$ cat src/rtl/miner_controller.sv
// rtl/miner_controller.sv - SHA-256 mining lane sequencer
// Loads the job header, launches the hash core and steps the nonce until a hit or exhaustion.
module miner_controller #(
  parameter int                 NONCE_W    = 32,
  parameter logic [NONCE_W-1:0] NONCE_LAST = {NONCE_W{1'b1}}
) (
  input  logic               clk,
  input  logic               n_rst,
  input  logic               start_found,
  input  logic               midstate_shifts_done,
  input  logic               remaining_shifts_done,
  input  logic               hash_done,
  input  logic               hash_hit,
  output logic [2:0]         controller_state,
  output logic               shift_en,
  output logic               hash_start,
  output logic [NONCE_W-1:0] nonce,
  output logic               found,
  output logic               exhausted
);

  // Encoding is decoded by the shift timer and must not change.
  typedef enum logic [2:0] {
    IDLE      = 3'b000,
    LOAD_MID  = 3'b001,
    LOAD_REM  = 3'b010,
    LAUNCH    = 3'b011,
    HASH      = 3'b100,
    FOUND     = 3'b101,
    EXHAUSTED = 3'b110
  } state_t;

  state_t state;

  always_ff @(posedge clk or negedge n_rst) begin
    if (!n_rst) begin
      state      <= IDLE;
      nonce      <= '0;
      hash_start <= 1'b0;
      found      <= 1'b0;
      exhausted  <= 1'b0;
    end else begin
      hash_start <= 1'b0;
      // A new job overrides everything, including a same-cycle hash result.
      if (start_found) begin
        state     <= LOAD_MID;
        nonce     <= '0;
        found     <= 1'b0;
        exhausted <= 1'b0;
      end else begin
        case (state)
          IDLE: ;
          LOAD_MID: if (midstate_shifts_done) state <= LOAD_REM;
          LOAD_REM: if (remaining_shifts_done) state <= LAUNCH;
          LAUNCH: begin
            hash_start <= 1'b1;
            state      <= HASH;
          end
          HASH: begin
            if (hash_done) begin
              if (hash_hit) begin
                state <= FOUND;
                found <= 1'b1;
              end else if (nonce == NONCE_LAST) begin
                state     <= EXHAUSTED;
                exhausted <= 1'b1;
              end else begin
                // Header stays in the shift register; only the nonce changes.
                nonce <= nonce + NONCE_W'(1);
                state <= LAUNCH;
              end
            end
          end
          FOUND, EXHAUSTED: ;
          default: state <= IDLE;
        endcase
      end
    end
  end

  assign controller_state = state;
  assign shift_en         = (state == LOAD_MID) || (state == LOAD_REM);

endmodule

$ cat config.mk
export PLATFORM = sky130hd
export DESIGN_NAME = miner_controller
export DESIGN_NICKNAME = d
export VERILOG_FILES = /design/src/rtl/miner_controller.sv
export SDC_FILE = /design/constraint.sdc
export NUM_CORES = 1
export LEC_CHECK = 0
export CELL_PAD_IN_SITES_DETAIL_PLACEMENT = 0
export CELL_PAD_IN_SITES_GLOBAL_PLACEMENT = 2
export CORE_MARGIN = 2
export CORE_UTILIZATION = 30
export DETAILED_ROUTE_END_ITERATION = 8
export DONT_BUFFER_PORTS = 1
export GPL_TIMING_DRIVEN = 0
export MAX_ROUTING_LAYER = met4
export PLACE_DENSITY_LB_ADDON = 0.1
export SKIP_LAST_GASP = 1
export SLEW_MARGIN = 20
export SYNTH_ARGS = -nofsm -noshare
export SYNTH_HDL_FRONTEND = slang
export SYNTH_SLANG_ARGS = --single-unit
$ cat constraint.sdc
create_clock -name clk -period 2.9 [get_ports clk]
set_input_delay 0.87 -clock clk [delete_from_list [all_inputs] [get_ports clk]]
set_output_delay 0.87 -clock clk [all_outputs]
set_load 0.005 [all_outputs]
==> results of run 1 <==
flip-flops by register name (all words and copies together) (netlist names):
register,flops
hash_start,1
controller_state,3
nonce,32
found,1
exhausted,1
placed cells by master (no fill, tap or decap), types with 4 or more instances in the layout:
master	netlist	final
sky130_fd_sc_hd__or3_1	6	6
sky130_fd_sc_hd__nand4_1	8	8
sky130_fd_sc_hd__or4_1	16	16
sky130_fd_sc_hd__clkbuf_1	8	10
sky130_fd_sc_hd__mux2_1	4	4
sky130_fd_sc_hd__buf_2	5	5
sky130_fd_sc_hd__o31ai_1	14	14
sky130_fd_sc_hd__nor2_1	13	13
sky130_fd_sc_hd__nor4_1	7	7
sky130_fd_sc_hd__inv_1	5	5
sky130_fd_sc_hd__clkbuf_8	0	5
sky130_fd_sc_hd__and4_1	5	5
sky130_fd_sc_hd__nand3_1	15	15
sky130_fd_sc_hd__a21oi_1	25	25
sky130_fd_sc_hd__o21ai_0	8	8
sky130_fd_sc_hd__dfrtp_1	38	38
sky130_fd_sc_hd__nand2_1	16	16
sky130_fd_sc_hd__nor2b_1	5	5
cells by family (layout without fill, tap and decap cells):
kind of cell / count (synthesis) / in the layout / share of synthesized area (%)
AO/OA/AOI/OAI: 62 / 62 / 17.7
multiplexers: 5 / 5 / 2.41
AND/OR/NAND/NOR: 117 / 117 / 32.8
adder cells (fa/ha/maj): 1 / 1 / 0.547
buffers and inverters: 20 / 27 / 3.88
flip-flops: 38 / 38 / 41.6
XOR/XNOR: 3 / 3 / 1.15
worst min-delay path by stage:
stage / from / endpoint / cells after the start / slack (ns)
4_1_cts: n_rst / hash_start / 0 / 0.26
3_5_place_dp: found / found / 1 / 0.52
6_report: n_rst / hash_start / 0 / 0.27
3_3_place_gp: found / found / 1 / 0.50
2_1_floorplan: exhausted / exhausted / 2 / 0.49
5_1_grt: n_rst / nonce[3] / 0 / 0.25
through the flow:
stage,util [%],std cells,power (uW),cell area [um2],worst slack [ns]
after floorplan,-,246,725,2290,0.463
after global routing,33.9,352,1180,2490,0.100
after CTS,33.9,352,1130,2490,0.302
after global placement,32.9,345,765,2410,0.158
final,33.9,352,1110,2490,0.315
after detailed placement,32.9,345,767,2410,0.144
area by class of cell:
type,instances,area (um2)
Inverter,5,18.8
Clock buffer,7,76.3
Fill cell,816,4840
Sequential cell,38,951
Multi-Input combinational cell,188,1250
Tap cell,99,124
Buffer,15,70.1
metal layers:
layer	track usage [%]	wire [um]	vias to the layer above	part of all wire, %
li1	-	-	971	-
met1	25.1	3460	1015	47
met3	4.23	399	5	5.4
met2	29.6	3450	51	47
met4	4.17	44	0	0.60
met5	-	0	-	0
power groups by stage:
| stage | sequential [uW] | combinational (uW) | clock, uW |
|---|---|---|---|
| after floorplan | 584 | 141 | 0 |
| after detailed placement | 592 | 175 | 0 |
| after CTS | 581 | 175 | 375 |
| after global placement | 591 | 174 | 0 |
| after global routing | 585 | 197 | 396 |
| final | 580 | 170 | 359 |
==> results by stage, run 1 <==
STA:
- The count of final hold-check violations came to 0.
- At the pin with the least slew margin, the transition time is roughly 0.64 ns.
- The number of pins exceeding their max-slew limit in the final report came to 0.
- Measured against its own limit, the worst slew margin works out to 57.3%.
- Across the routed clock network, the largest skew measured is about 0.0063 ns.
- Setup repair after global routing left no endpoint under its margin.
- On the final layout, the worst hold slack is roughly 0.27 ns.
- Dividing the final minimum period by the clock period gives between 80% and 90%.
- The accumulated negative setup slack is 0 ns.
- The fmax is between 300 and 400 MHz.
- The setup-violating endpoint count in the final report is 0.
- The clock period minus final worst setup slack is 2.58 ns.

Global routing:
- The total global routing track utilization is 18.9%.
- The total overflow left after global routing is 0.
- The pin count of the biggest net entering global routing is 39.
- The initial antenna violation count is 0.
- The first global-routing pass estimated between 10000 and 15000 um of wire.
- The via count of the first global-routing pass is about 2000.

Floorplanning:
- The effective utilization at floorplan is between 30% and 40%.
- The core outline area is approximately 7300 um2.
- After floorplanning, the core was divided into 31 placement rows.
- 46 I/O pins were placed.
- The die is just over 90 um tall.
- The area enclosed by the die boundary is between 8000 and 9000 um2.
- The die is 91.3 um wide.

Cells and area:
- The net count reported at finish is about 260.
- The fraction of layout instances using a drive strength above 1 is under 10%.
- The final antenna diode count is 0.
- Relative to the synthesized area, the layout overhead comes to 8.75%.

CTS:
- The clock drives 38 sinks.
- The number of hold-repair buffers added at the cts stage is 0.
- Buffers added to address setup during post-CTS repair amount to 0.
- The count of cells resized by post-cts repair is 0.
- The largest buffer count on any clock path is 2.
- After clock tree synthesis, the clock-pin slew on the worst setup and hold paths is around 0.080 ns.
- The number of buffers created by CTS is 5.
- TritonCTS built the clock tree.
- The H-tree was split into 2 levels.
- The clock root buffer is sky130_fd_sc_hd__clkbuf_8.
- Clock latency on the worst-skew pair, taken at its later pin, is approximately 0.29 ns.

Yosys:
- In the post-synthesis netlist, the biggest area contributors are sky130_fd_sc_hd__dfrtp_1 42%, sky130_fd_sc_hd__a21oi_1 5.5%, sky130_fd_sc_hd__or4_1 5.3%.
- After synthesis, the netlist uses 47 different library cells.
- The portion of the post-synthesis area used by sequential elements is between 40% and 50%.
- The number of nets handed over by synthesis was approximately 250.
- Synthesis produced about 250 cells.
- The async set or reset register ratio after synthesis is 100%.
- The Yosys warning count is 0.
- The most frequently used cell type in the post-synthesis netlist is sky130_fd_sc_hd__dfrtp_1.
- The most frequently used flop master after synthesis is sky130_fd_sc_hd__dfrtp_1.
- The synthesized area per cell is about 9.3 um2.
- The synthesized design spends more area on one cell type than any other, namely sky130_fd_sc_hd__dfrtp_1.
- The number of enable-type register cells in the synthesized netlist is 0.
- Summing every instance area after synthesis gives 2290 um2.
- By count the netlist is led by 38 x sky130_fd_sc_hd__dfrtp_1, 25 x sky130_fd_sc_hd__a21oi_1, 16 x sky130_fd_sc_hd__nand2_1, 16 x sky130_fd_sc_hd__or4_1, 15 x sky130_fd_sc_hd__nand3_1.
- The number of synthesized register bits is 38.
- The portion of synthesized cell area occupied by the leading cell type is between 40% and 50%.

Setup path:
- The depth of the worst register-to-register path is 8.
- Together, buffers and inverters on the worst path number 2.
- The kind of end point of the critical path is a flop.
- The biggest cell delay along the critical path is 0.46 ns.
- The setup path with the least slack is of type reg2reg.
- The sort of element at the start of the critical path is a flop.
- The signal on the critical path passes through ha_1 -> and4_1 -> clkbuf_1 -> nand3_1 -> nor3_4 -> buf_2 -> nor4_1 -> mux2_1.
- The worst setup path startpoint is nonce[0].
- The largest driver fanout on the critical path is 10.
- The last element of the critical path is nonce[27].
- Across all register-to-register paths, the minimum setup slack is between 0.3 and 0.4 ns.
- In this run the critical register-to-register path is launched from nonce[0].
- In this run the number of cells on the critical path is 8.
- The slowest stage of the critical path is the sky130_fd_sc_hd__dfrtp_1 cell.
- At the worst endpoint, the arrival time is ~2.8 ns.
- The critical path's top delay family is simple AND/OR/NAND/NOR gates.
- The worst register-to-register path ends at nonce[27].
- The required time at the endpoint of the critical path is slightly above 3 ns.

Power:
- Internal power comes to just under 800 uW.
- Sequential cells burn between 50% and 60% of the power.
- The power density over cell area is about 450 nW/um2.
- Net switching is ~29% of the power.
- The analysis attributes to net switching a power of ~320 uW.
- Per report_power, the combinational group accounts for approximately 15% of the total.
- IR analysis of the VDD net gives a maximum drop of ~0.00013 V.
- For this design the static power due to leakage is roughly 0.00090 uW.
- Per report_power, the clock group accounts for approximately a third of the total.

Routing:
- The pre-antenna-repair detailed-routing pass consisted of 4 iterations.
- The detailed router placed between 2000 and 2500 vias in this run.
- The first routing iteration left between 80 and 90 violations.
- The detail-routed via count per cell is ~5.8.
- The post-detailed-route wirelength per cell is approximately 21 um.
- After detailed routing, the number of remaining DRC violations is 0.
- The number of routed nets with antenna violations is 0.
- The routed design has 7360 um of wire.

Flow run:
- The max-cap violation count is 0.

Placement:
- The final RePlAce weighted congestion is between 0.7 and 0.8.
- During placement, the flow inserted port buffers numbering 0.
- The HPWL after detailed placement is around 5200 um.

Min path:
- The class of the tightest hold or removal check is in2async.

Outcome:
- The run finished with clean final reports.
(Power assumes the default switching activity.)
==> inputs of run 2 (changes only) <==
--- a/config.mk
+++ b/config.mk
@@ -9,11 +9,14 @@
 export CELL_PAD_IN_SITES_GLOBAL_PLACEMENT = 2
 export CORE_MARGIN = 2
 export CORE_UTILIZATION = 30
+export CTS_CLUSTER_DIAMETER = 200
 export DETAILED_ROUTE_END_ITERATION = 8
 export DONT_BUFFER_PORTS = 1
 export GPL_TIMING_DRIVEN = 0
+export HOLD_SLACK_MARGIN = 0.05
 export MAX_ROUTING_LAYER = met4
 export PLACE_DENSITY_LB_ADDON = 0.1
+export REMOVE_ABC_BUFFERS = 1
 export SKIP_LAST_GASP = 1
 export SLEW_MARGIN = 20
 export SYNTH_ARGS = -nofsm -noshare
==> run 2 against run 1 <==
- die area stayed put
- critical path depth is 2 lower
- worst setup slack worse by 0.047 ns
- clock power up 28%
- design area is 0.20% lower
- sequential share of layout area rose by 0.077 points
- non-clock buffer count fell by 14
- power grew 7.0%
- wire length is 8.9% lower
- final cell count decreased by 3.4%
- critical path type unchanged
- critical endpoint is now nonce[13]
==> results by stage, run 2 (same netlist as run 1, synthesis figures left out) <==
Routing:
- The met2 routed wirelength is 3020 um (-12%).
- The number of routed nets with antenna violations is 0 (unchanged).
- The detailed-route via count is 2013 (-1.4%).
- The highest metal layer with signal wires is met4.
- The overall routed net length was 6710 um (-8.9%).
- The iteration count of the initial detailed-routing pass is 4 (unchanged).
- The post-detailed-route wirelength per cell is 19.7 um (-5.6%).
- The length of routed wiring on met1 was 3250 um (-6.0%).
- The iteration-0 DRC count of the detailed router is 126 (+45%).
- The number of design rule violations left after detail routing is 0 (unchanged).
- The detail-routed via count per cell is 5.92 (+2.1%).
- The length of routed met3 wiring is 359 um (-10%).

Power:
- The switching share of power is 26.6% (-1.9 points).
- The static leakage came to 0.000888 uW (-0.94%).
- The power density over cell area is 478 nW/um2 (+7.2%).
- The net switching power came to 316 uW (-0.15%).
- The internal power is 870 uW (+9.8%).
- The combinational cell fraction of total power came to 10.2% (-5.2 points).
- The sequential power share came to 51.2% (-1.1 points).
- The clock share of power was 38.6% (+6.3 points).
- The worst vdd rail ir drop is 0.000165 V (+29%).

Floorplanning:
- The number of rows created at floorplan is 31 (unchanged).
- The area enclosed by the die boundary is 8340 um2 (unchanged).
- The core outline area was 7330 um2 (unchanged).
- The horizontal die dimension is 91.3 um (unchanged).
- The I/O pin count is 46 (unchanged).
- The effective utilization at floorplan was 31.2% (unchanged).
- The die height came to 91.3 um (unchanged).

Cells and area:
- Leaving out fill and tap cells, the most frequent cell in the layout is sky130_fd_sc_hd__dfrtp_1.
- The fill cell total of the finished layout is 768 (-5.9%).
- The library cells used most frequently in the layout, excluding fill and tap cells, are 38 x sky130_fd_sc_hd__dfrtp_1, 25 x sky130_fd_sc_hd__a21oi_1, 16 x sky130_fd_sc_hd__nand2_1, 16 x sky130_fd_sc_hd__or4_1, 15 x sky130_fd_sc_hd__nand3_1.
- The net count reported at finish is 248 (-5.0%).
- The final antenna diode count is 0 (unchanged).
- Relative to the synthesized area, the layout overhead comes to 8.53%.
- The fraction of layout instances using a drive strength above 1 is 9.54% (+0.057 points).
- The multi-input logic area came to 1260 um2 (+1.4%).
- The sequential cell area in the final layout is 951 um2 (unchanged).
- The number of standard cells in the final layout excluding fillers was 340 (-3.4%).
- The number of flip-flops under the largest register name came to 32 (unchanged).
- The area of all placed cells without fillers was 2480 um2 (-0.20%).
- The final cell utilization of the core is 33.9% (-0.068 points).
- The register containing the most flip-flops in the final layout is nonce.

STA:
- The transition at the pin with the smallest max-transition slack came to 0.755 ns (+0.114 ns).
- The smallest setup slack after layout is 0.269 ns (-0.0465 ns).
- The count of final hold-check violations is 0 (unchanged).
- The fmax is 380 MHz (-1.8%).
- The worst slew margin relative to its limit is 49.4% (-7.9 points).
- The ratio of final minimum period to clock period was 90.7% (+1.6 points).
- The number of pins exceeding their max-slew limit in the final report is 0 (unchanged).
- Setup repair after global routing left no endpoint under its margin.
- The clock period minus final worst setup slack is 2.63 ns (+0.0465 ns).
- The setup-violating endpoint count in the final report came to 0 (unchanged).
- The post-route clock skew is 0.00699 ns (+0.000659 ns).

CTS:
- The number of sinks on the clock net was 38 (unchanged).
- Clock tree synthesis selected as its root buffer the cell sky130_fd_sc_hd__clkbuf_8.
- TritonCTS built the clock tree.
- The clock transition time at the flip-flop clock pins of the worst setup and hold paths is 0.08 ns (about the same).
- The post-CTS setup repair buffer count is 0 (unchanged).
- The number of buffers created by CTS came to 5 (unchanged).
- The largest buffer count on any clock path is 2 (unchanged).
- The later-pin clock latency in the skew report is 0.30 ns (about the same).
- The H-tree level count was 2 (unchanged).

Flow run:
- The max-cap violation count is 0 (unchanged).

Setup path:
- The kind of end point of the critical path is a flop.
- The largest driver fanout on the critical path was 24 (+14).
- The signal arrival time at the worst endpoint is 2.82 ns (+0.06 ns).
- The sort of element at the start of the critical path is a flop.
- The critical path in this run is classified as reg2reg.
- The required time at the endpoint of the critical path was 3.08 ns (about the same).
- The worst setup path startpoint is nonce[23].
- The source of the worst register-to-register timing path is nonce[23].
- The depth of the worst register-to-register path was 6 (-2).

Min path:
- The path class of the tightest hold or removal check is in2async.

Global routing:
- The initial antenna violation count was 0 (unchanged).
- The via count of the first global-routing pass is 1914 (-6.5%).
- The global-route congestion overflow total is 0 (unchanged).
- The pin count of the biggest net entering global routing was 40 (+2.6%).
- The wire length of the first global-routing pass is 10900 um (-8.0%).
- The total global routing track utilization is 16.9% (-2.0 points).

Placement:
- The total half-perimeter wirelength after legalization and detailed placement came to 4400 um (-15%).
- The worst setup slack before clock tree synthesis was -0.295 ns (-0.439 ns).
- The count of input and output buffers came to 0 (unchanged).
- The placed instance area is 2360 um2 (-2.3%).
- The count of placed standard cells including taps is 331 (-4.1%).
- The final RePlAce weighted congestion is 0.744 (-2.4%).

Outcome:
- The run finished with clean final reports.
==> run 2: cell types whose count changed in the layout (fill, tap and decap cells not counted), sizes merged <==
cell    change
buf         -6
clkbuf     -10
clkinv      +2
nor3        +1
bufinv      +1
==> run 2: layer usage <==
layer | vias up | track usage [%]
met3 | 5 | 5.06
met5 | - | -
met4 | 0 | 3.79
met2 | 52 | 24.9
met1 | 1014 | 23.0
li1 | 942 | -
==> run 2: power groups by stage <==
stage	clock network [uW]	registers [uW]	logic, uW
floorplan	0	603	105
global placement	0	621	121
detailed placement	0	618	120
CTS	477	607	121
global route	500	614	139
finish	458	608	121
==> run 2: what timing repair did <==
action	in CTS	in global routing
gates cloned	0	1
endpoints found under the setup margin	3	3
endpoints found under the hold margin	0	0
pin swaps	0	1
gates resized for setup	1	1
hold buffers	0	0
==> run 2: per-stage QoR <==
stage,total power (uW),TNS [ns],hold WS [ns]
floorplan,708,0,0.486
global placement,742,-3.09,0.520
detailed placement,738,-1.16,0.523
CTS,1210,0,0.251
global route,1250,0,0.233
finish,1190,0,0.262
==> run 2: cell type report <==
cell class                 instances  share of cell area, %
clock inverter                     3                   1.61
sequential                        38                   38.3
timing repair buffer               1                  0.605
clock buffer                       5                   2.77
multi-input combinational        189                   51.0
tap                               99                   4.99
inverter                           5                  0.756
==> run 2: critical path, stage by stage (launching register included) <==
cell	delay (ns)
sky130_fd_sc_hd__dfrtp_1	0.58
sky130_fd_sc_hd__nand4_1	0.24
sky130_fd_sc_hd__or4_4	0.57
sky130_fd_sc_hd__nor3_4	0.48
sky130_fd_sc_hd__buf_8	0.24
sky130_fd_sc_hd__nor4b_1	0.08
sky130_fd_sc_hd__mux2_1	0.31
==> run 2: worst paths after layout <==
path	end	slack, ns
setup / recovery	nonce[13]	0.27
hold / removal	nonce[16]	0.26
min in group clk	found	0.54
hold reg to reg	found	0.54
setup reg to reg	nonce[13]	0.27
max in group asynchronous	nonce[4]	2.55
